--- src/rtl/video_timing_pkg.sv ---
// Shared timing constants, sync payload type and configuration helpers for video_timing_pipe.
package video_timing_pkg;

    localparam int unsigned DEF_H_ACTIVE = 640;
    localparam int unsigned DEF_H_FP     = 16;
    localparam int unsigned DEF_H_SYNC   = 96;
    localparam int unsigned DEF_H_BP     = 48;
    localparam int unsigned DEF_V_ACTIVE = 480;
    localparam int unsigned DEF_V_FP     = 10;
    localparam int unsigned DEF_V_SYNC   = 2;
    localparam int unsigned DEF_V_BP     = 33;
    localparam int unsigned FRAME_W      = 8;
    localparam int unsigned MAX_PIPE_LAT = 15;

    // Logical (polarity-free) sync/blank flags carried down the delay line.
    typedef struct packed {
        logic hs;
        logic vs;
        logic blank;
    } sync_t;

    localparam sync_t SYNC_RST = '{hs: 1'b0, vs: 1'b0, blank: 1'b1};

    function automatic int unsigned timing_total(input int unsigned act, input int unsigned fp,
                                                 input int unsigned sw, input int unsigned bp);
        return act + fp + sw + bp;
    endfunction

    // Counters must reach TOTAL-1, the divider needs at least one clock per tick.
    function automatic bit timing_cfg_ok(input int unsigned cw, input int unsigned h_total,
                                         input int unsigned v_total, input int unsigned clk_div,
                                         input int unsigned pipe_lat);
        return (cw >= 1) && (cw < 32) && (clk_div >= 1) && (pipe_lat <= MAX_PIPE_LAT)
            && (h_total <= (32'd1 << cw)) && (v_total <= (32'd1 << cw));
    endfunction

endpackage

--- src/rtl/sync_delay_line.sv ---
// Shift register of DEPTH stages, advancing only when i_shift is high; depth 0 is a wire.
module sync_delay_line #(
    parameter int unsigned   W       = 1,
    parameter int unsigned   DEPTH   = 0,
    parameter logic [W-1:0]  RST_VAL = '0
) (
    input  logic         clk,
    input  logic         reset,
    input  logic         i_shift,
    input  logic [W-1:0] i_d,
    output logic [W-1:0] o_q
);

    if (DEPTH == 0) begin : g_pass
        logic w_unused;
        assign w_unused = ^{clk, reset, i_shift};
        assign o_q      = i_d;
    end else begin : g_shift
        logic [W-1:0] r_stage [DEPTH];

        always_ff @(posedge clk) begin
            if (reset) begin
                for (int unsigned i = 0; i < DEPTH; i++) begin
                    r_stage[i] <= RST_VAL;
                end
            end else if (i_shift) begin
                r_stage[0] <= i_d;
                for (int unsigned i = 1; i < DEPTH; i++) begin
                    r_stage[i] <= r_stage[i-1];
                end
            end
        end

        assign o_q = r_stage[DEPTH-1];
    end

endmodule

--- src/rtl/video_timing_pipe.sv ---
// Parametrised raster timing generator with a latency-matched sync/blank delay
// and a blank-gated registered RGB/sync output stage.
module video_timing_pipe
    import video_timing_pkg::*;
#(
    parameter int unsigned H_ACTIVE = DEF_H_ACTIVE,
    parameter int unsigned H_FP     = DEF_H_FP,
    parameter int unsigned H_SYNC   = DEF_H_SYNC,
    parameter int unsigned H_BP     = DEF_H_BP,
    parameter int unsigned V_ACTIVE = DEF_V_ACTIVE,
    parameter int unsigned V_FP     = DEF_V_FP,
    parameter int unsigned V_SYNC   = DEF_V_SYNC,
    parameter int unsigned V_BP     = DEF_V_BP,
    parameter bit          HS_POL   = 1'b0,
    parameter bit          VS_POL   = 1'b0,
    parameter int unsigned CLK_DIV  = 1,
    parameter int unsigned PIPE_LAT = 0,
    parameter int unsigned RGB_W    = 6,
    parameter int unsigned CW       = 10
) (
    input  logic               clk,
    input  logic               reset,
    input  logic               en,
    output logic               pix_ce,
    output logic [CW-1:0]      x,
    output logic [CW-1:0]      y,
    output logic               active,
    output logic               sol,
    output logic               sof,
    output logic [FRAME_W-1:0] frame_cnt,
    input  logic [RGB_W-1:0]   rgb_in,
    output logic [RGB_W-1:0]   rgb_out,
    output logic               blank_out,
    output logic               hsync,
    output logic               vsync
);

    localparam int unsigned H_TOTAL = timing_total(H_ACTIVE, H_FP, H_SYNC, H_BP);
    localparam int unsigned V_TOTAL = timing_total(V_ACTIVE, V_FP, V_SYNC, V_BP);
    localparam int unsigned DIV_W   = (CLK_DIV > 1) ? $clog2(CLK_DIV) : 1;
    localparam int unsigned HS_LO   = H_ACTIVE + H_FP;
    localparam int unsigned HS_HI   = H_ACTIVE + H_FP + H_SYNC - 1;
    localparam int unsigned VS_LO   = V_ACTIVE + V_FP;
    localparam int unsigned VS_HI   = V_ACTIVE + V_FP + V_SYNC - 1;

    if (!timing_cfg_ok(CW, H_TOTAL, V_TOTAL, CLK_DIV, PIPE_LAT)) begin : g_cfg_err
        $error("video_timing_pipe: CW too narrow, CLK_DIV < 1 or PIPE_LAT > 15");
    end

    logic [DIV_W-1:0]   r_div;
    logic [CW-1:0]      r_x;
    logic [CW-1:0]      r_y;
    logic [FRAME_W-1:0] r_frame_cnt;
    logic               r_hsync;
    logic               r_vsync;
    logic               r_blank;
    logic [RGB_W-1:0]   r_rgb;

    logic  w_pix_ce;
    logic  w_x_last;
    logic  w_y_last;
    logic  w_active;
    sync_t w_raw;
    sync_t w_tail;

    assign w_pix_ce = en && (r_div == DIV_W'(CLK_DIV - 1));
    assign w_x_last = (r_x == CW'(H_TOTAL - 1));
    assign w_y_last = (r_y == CW'(V_TOTAL - 1));
    assign w_active = (r_x < CW'(H_ACTIVE)) && (r_y < CW'(V_ACTIVE));

    // Divider and raster counters; everything holds while en is low.
    always_ff @(posedge clk) begin
        if (reset) begin
            r_div       <= '0;
            r_x         <= '0;
            r_y         <= '0;
            r_frame_cnt <= '0;
        end else begin
            if (en) begin
                r_div <= w_pix_ce ? '0 : r_div + DIV_W'(1);
            end
            if (w_pix_ce) begin
                r_x <= w_x_last ? '0 : r_x + CW'(1);
                if (w_x_last) begin
                    r_y <= w_y_last ? '0 : r_y + CW'(1);
                    if (w_y_last) begin
                        r_frame_cnt <= r_frame_cnt + FRAME_W'(1);
                    end
                end
            end
        end
    end

    // Undelayed sync windows and blank for the pixel currently on x/y.
    always_comb begin
        w_raw       = SYNC_RST;
        w_raw.hs    = (r_x >= CW'(HS_LO)) && (r_x <= CW'(HS_HI));
        w_raw.vs    = (r_y >= CW'(VS_LO)) && (r_y <= CW'(VS_HI));
        w_raw.blank = !w_active;
    end

    sync_delay_line #(
        .W       ($bits(sync_t)),
        .DEPTH   (PIPE_LAT),
        .RST_VAL (SYNC_RST)
    ) u_sync_delay (
        .clk     (clk),
        .reset   (reset),
        .i_shift (w_pix_ce),
        .i_d     (w_raw),
        .o_q     (w_tail)
    );

    // Output stage: polarity applied here, colour forced to zero while blanked.
    always_ff @(posedge clk) begin
        if (reset) begin
            r_hsync <= ~HS_POL;
            r_vsync <= ~VS_POL;
            r_blank <= 1'b1;
            r_rgb   <= '0;
        end else if (w_pix_ce) begin
            r_hsync <= w_tail.hs ? HS_POL : ~HS_POL;
            r_vsync <= w_tail.vs ? VS_POL : ~VS_POL;
            r_blank <= w_tail.blank;
            r_rgb   <= w_tail.blank ? '0 : rgb_in;
        end
    end

    assign pix_ce    = w_pix_ce;
    assign x         = r_x;
    assign y         = r_y;
    assign active    = w_active;
    assign sol       = w_pix_ce && (r_x == '0);
    assign sof       = w_pix_ce && (r_x == '0) && (r_y == '0);
    assign frame_cnt = r_frame_cnt;
    assign rgb_out   = r_rgb;
    assign blank_out = r_blank;
    assign hsync     = r_hsync;
    assign vsync     = r_vsync;

endmodule

--- config.mk ---
export PLATFORM = sky130hd
export DESIGN_NAME = video_timing_pipe
export DESIGN_NICKNAME = d
export VERILOG_FILES = /design/src/rtl/video_timing_pkg.sv /design/src/rtl/sync_delay_line.sv /design/src/rtl/video_timing_pipe.sv
export SDC_FILE = /design/constraint.sdc
export NUM_CORES = 1
export LEC_CHECK = 0
export BUFFER_PORTS_ARGS = -buffer_cell sky130_fd_sc_hd__clkbuf_2
export CAP_MARGIN = 30
export CORE_AREA = 5 5 68 70
export CTS_BUF_LIST = sky130_fd_sc_hd__clkbuf_8
export CTS_CLUSTER_DIAMETER = 100
export DETAILED_ROUTE_END_ITERATION = 8
export DIE_AREA = 0 0 73 75
export HOLD_SLACK_MARGIN = 0.12
export PLACE_DENSITY = 0.75
export SLEW_MARGIN = 20
export SYNTH_ARGS = -nofsm -noshare
export SYNTH_HDL_FRONTEND = slang
export SYNTH_SLANG_ARGS = --single-unit
--- constraint.sdc ---
create_clock -name clk -period 2.2 [get_ports clk]
set_input_delay 0.22 -clock clk [delete_from_list [all_inputs] [get_ports clk]]
set_output_delay 0.22 -clock clk [all_outputs]
set_load 0.005 [all_outputs]
## After elaboration in Yosys (flattened, before gate mapping)

Cells that the tools add are included.
Widths: inputs -> output; s select.

| operators by class | value |
|---|---|
| $add $sub $neg | 4 |
| $lt $le $gt $ge | 6 |
| equal/unequal tests | 2 |
| multiplexer cells | 6 |
| bitwise operators | 1 |
| reductions and logical operators | 11 |

Operators with widths:

| cell | number |
|---|---|
| $add 10x1->10 const B | 2 |
| $eq 10x10->1 const B | 2 |
| $logic_not 10->1 | 2 |
| $mux 10 | 2 |
| $ge 10x10->1 const B | 1 |
| $ge 10x9->1 const B | 1 |
| $le 10x10->1 const B | 1 |
| $le 10x9->1 const B | 1 |
| $lt 10x10->1 const B | 1 |
| $lt 10x9->1 const B | 1 |
| $add 8x1->8 const B | 1 |
| $logic_and 1x1->1 | 6 |
| $mux 6 | 1 |
| $mux 1 | 3 |
| $reduce_and 3->1 | 1 |
| $reduce_and 2->1 | 1 |
| $add 1x1->1 const B | 1 |
| $logic_not 1->1 | 1 |
| $not 1->1 | 1 |

| storage, ports and cells | value |
|---|---|
| register bits | 38 |
| word-level logic and storage cells | 38 |

## Depth between registers and ports, before layout

| logic depth | value |
|---|---|
| word-level depth | 4 |
| depth in mapped cells | 8 |
| mapped depth without buffers | 6 |

## Modules after synthesis

Synthesis repeated with hierarchy kept, for this count alone.

| unflattened totals | value |
|---|---|
| cells, all modules | 220 |
| area, all modules | 1,854.3 um^2 |

Modules (own cells, without submodules):

| module | times used | cells an instance | area an instance (um^2) | seq. area each (um^2) |
|---|---|---|---|---|
| video_timing_pipe | 1 | 217 | 1,831.8 | 760.7 |
| sync_delay_line | 1 | 3 | 22.5 | 0.0 |

## Least setup slack after synthesis

No wires, ideal clock.

| timing | value |
|---|---|
| kind | register -> register |
| from | reg r_x[5], in the netlist x[5] |
| to | reg r_y[7], in the netlist y[7] |
| setup time | 0.072 ns |
| arrival time | 2.213 ns |
| setup slack | -0.084 ns |
| cell stages (with the launch flop) | 8 |
| period minus slack after synthesis | 2.284 ns |
| cell sequence | dfxtp_1 or3_1 buf_2 or4_4 buf_6 buf_6 or4_1 a21oi_1 |

| on the way | value |
|---|---|
| word-level cells in the longest chain between the ends | 2 |

RTL lines:

| item | RTL line | text |
|---|---|---|
| from (decl) | video_timing_pipe.sv:51 | `logic [CW-1:0] r_x;` |
| from (signal assigned) | video_timing_pipe.sv:83 | `r_x <= w_x_last ? '0 : r_x + CW'(1);` |
| $eq 10x10->1 | video_timing_pipe.sv:67 | `assign w_x_last = (r_x == CW'(H_TOTAL - 1));` |
| $reduce_and 2->1 (no line) | - |  |
| to (signal assigned) | video_timing_pipe.sv:85 | `r_y <= w_y_last ? '0 : r_y + CW'(1);` |
| to (decl) | video_timing_pipe.sv:52 | `logic [CW-1:0] r_y;` |

Every way passes these cells.
A chain may end at the register's enable or synchronous reset.

## Worst setup path after layout

| timing | value |
|---|---|
| from | reg r_x[1], in the netlist x[1] |
| to | reg r_frame_cnt[5], in the netlist frame_cnt[5] |

| on the way | value |
|---|---|
| word-level cells in the longest chain between the ends | 2 |

RTL lines:

| item | RTL line | text |
|---|---|---|
| $eq 10x10->1 | video_timing_pipe.sv:67 |  |
| $reduce_and 3->1 (no line) | - |  |
| to (signal assigned) | video_timing_pipe.sv:87 | `r_frame_cnt <= r_frame_cnt + FRAME_W'(1);` |
| to (decl) | video_timing_pipe.sv:53 | `logic [FRAME_W-1:0] r_frame_cnt;` |

Every way passes these cells.

==> out/qor.txt <==
hold buffers post-CTS: 0
#FFs+latches synth: 38
clk slew on worst S/H paths: 0.08 ns
Die Ht: 75 um
DIE WIDTH: 73 um
Async SR Flop Fraction: 0
Inst Count DP: 312
leak pwr: 0.9241 nW
gr usage total: 0.1728
final wirelength: 4.672 mm
DR pass1 iterations: 4
status: finished, final reports clean
Avg Inst Size Synth: 8.728 um^2
DR WL met3: 291 um
Clock Skew: 0.01056 ns
Layout Nets: 287
hpwl dp: 3.263 mm
Fmax: 0.4658 GHz
worst r2r src: x[1]
max_cap viols: 0
CP peak stage delay: 0.61 ns
Metal-1 WL: 2.031 mm
H-tree levels: 2
Synth Flop Type: dfxtp_1
crit-path leading delay family: simple AND/OR/NAND/NOR gates
Core ar.: 3914 um^2
# diodes: 0
highest-delay cell along the critical path: or4_4
Setup CP Type: register to register
Mapped Area: 1807 um^2
number of synthesis warnings: 0
Placer Congestion: 0.7916
CTS max path bufs: 2
critical path peak fanout: 7
Setup TNS: 0 ns
worst slew pin tran: 0.4441 ns
CTS tree: yes
die area: 5475 um^2
area of the multi-input gates: 1010 um^2
IO Port Bufs: 49
Cell Pwr Density: 531.3 nW/um^2
WL per Instance: 14.46 um
DR vias: 1800
Clock Latency Late Sink: 0.29 ns
vias in the first global route: 1710
Worst R2R Path Depth: 5
share of layout cells above drive strength 1: 0.3150
cts bufs inserted: 5
met2 WL post-DR: 2.284 mm
number of clock sinks: 38
Startpoint Class: register
CP Cell Sequence: ha_2 -> nand4b_1 -> or4_4 -> or4_1 -> a21oi_1
Non-Filler Instances: 323
Setup crit end: frame_cnt[5]
Vias/cell: 5.573
Worst path depth: 5
post-route ant nets: 0
# setup viols final: 0
# fillers: 391
worst r2r dst: frame_cnt[5]
Boundary Pins: 50
Final Hold Viols: 0
DP Area: 2180 um^2
worst hold margin: 0.1366 ns
count of cell types in the netlist: 39
final critical-path required period: 2.147 ns
syn nets: 221
pin count of the biggest net entering global routing: 28
Layout Utilization: 0.5962
Hold WC Path Type: primary input to register
period utilization: 0.9759
relative slew slack: 0.7017
row count: 23
Max VDD drop: 0.3016 mV
sequential area share after synthesis: 0.4211
EDFF count, synth: 0
CP Data Required Time: 2.42 ns
# DRC: 0
R2R setup slack: 0.05 ns
Final Max Tran Viols: 0
first-pass GRT wire length: 7.438 mm
critical path startpoint: x[1]
area grow syn2layout: 29.16%
cell count after synthesis: 207
CP arrival: 2.37 ns
DRT iter0 DRCs: 173
Sequential cell area: 768.2 um^2
root buf cell: clkbuf_8
Non-Filler Cell Area, Final: 2333 um^2
Highest Signal Layer: met4
total gr overflow: 0
Initial Util: 0.4616
Worst Setup End Kind: register
initial antenna violation count: 0
CP Buf/Inv Count: 0
[cells by family after synthesis]
logic type,synth area share
adder cells (fa/ha/maj),0.03463
multiplexers,0.005540
flip-flops,0.4211
buffers and inverters,0.05055
AO/OA/AOI/OAI,0.1510
XOR/XNOR,0.05332
AND/OR/NAND/NOR,0.2839
[power breakdown]
group / total, mW / switching, mW / internal (mW)
Sequential: 0.705 / 0.00664 / 0.698
Combinational: 0.0866 / 0.0420 / 0.0446
Clock: 0.448 / 0.236 / 0.212
[cell type report]
| type | count | share of cell area |
|---|---|---|
| Clock buffer | 5 | 0.02949 |
| Sequential cell | 38 | 0.3292 |
| Timing Repair Buffer | 66 | 0.1598 |
| Tap cell | 50 | 0.02681 |
| Clock inverter | 2 | 0.004290 |
| Multi-Input combinational cell | 151 | 0.4327 |
| Inverter | 11 | 0.01769 |
[repair_timing]
action / 4_1_cts / 5_1_grt
setup endpoints to repair: 1 / 10
pin swaps: 2 / 1
gates resized for setup: 5 / 6
cloned: 0 / 2
buffers inserted: 2 / 0
[routing by layer]
layer  GRT usage  up-vias
li1            -      899
met1      0.2051      844
met2      0.3019       52
met3     0.04406        5
met4     0.06148        0
met5           0        -
[sequential cells by signal, indices dropped and copies added, names as in the netlist]
register	cells
hsync	1
y	10
frame_cnt	8
rgb_out	6
x	10
vsync	1
blank_out	1
r_div	1
[Yosys cell counts, types with 2 or more instances]
| cell | count | area, um^2 |
|---|---|---|
| nand3_1 | 9 | 45.04 |
| a21oi_1 | 16 | 80.08 |
| a22o_1 | 6 | 52.55 |
| or3_1 | 6 | 37.54 |
| nor3b_1 | 3 | 22.52 |
| nand4b_1 | 2 | 17.52 |
| nor2_1 | 16 | 60.06 |
| o21bai_1 | 2 | 15.01 |
| xnor2_1 | 7 | 61.31 |
| buf_6 | 2 | 22.52 |
| or4_1 | 12 | 90.09 |
| clkbuf_1 | 5 | 18.77 |
| or2_2 | 2 | 12.51 |
| inv_1 | 10 | 37.54 |
| nor4_1 | 4 | 25.02 |
| dfxtp_1 | 38 | 760.7 |
| nor3_1 | 4 | 20.02 |
| o31ai_1 | 10 | 75.07 |
| o21ai_0 | 5 | 25.02 |
| ha_1 | 5 | 62.56 |
| xor2_1 | 4 | 35.03 |
| nand2_1 | 15 | 56.30 |
| nand2b_1 | 2 | 12.51 |
| nand4_1 | 7 | 43.79 |
[worst min-delay path by stage]
stage,from,endpoint,slack [ns],cells after the start
finish,rgb_in[3],rgb_out[3],0.14,2
global route,rgb_in[3],rgb_out[3],0.14,2
CTS,rgb_in[3],rgb_out[3],0.13,2
detailed placement,rgb_in[3],rgb_out[3],0.44,2
global placement,rgb_in[5],rgb_out[5],0.44,2
floorplan,en,r_div,0.30,1
[cell usage in the layout, fill, tap and decap left out, types with 3 or more instances in the layout]
cell      synthesis  final
nor4_1            4      4
or4_1            12     12
dfxtp_1          38     34
dfxtp_2           0      3
nand2_1          15     15
ha_1              5      4
xnor2_1           7      7
clkbuf_8          0      5
o31ai_1          10     10
buf_4             0     17
nor3_1            4      3
xor2_1            4      4
a22o_1            6      6
or4_4             1      3
nand4_1           7      7
a21oi_1          16     16
o21ai_0           5      5
nor2_1           16     16
nand3_1           9      9
inv_1            10     10
or3_1             6      6
clkbuf_2          0     49
nor3b_1           3      3
[stage by stage]
| step | setup WS (ns) | total power, mW |
|---|---|---|
| 2_1_floorplan | 0.02651 | 0.7569 |
| 5_1_grt | -0.02057 | 1.286 |
| 3_5_place_dp | 0.01462 | 0.7958 |
| 3_3_place_gp | 0.07524 | 0.7946 |
| 6_report | 0.05307 | 1.240 |
| 4_1_cts | 0.003027 | 1.249 |
No activity file was read; power rests on OpenSTA's default activity.
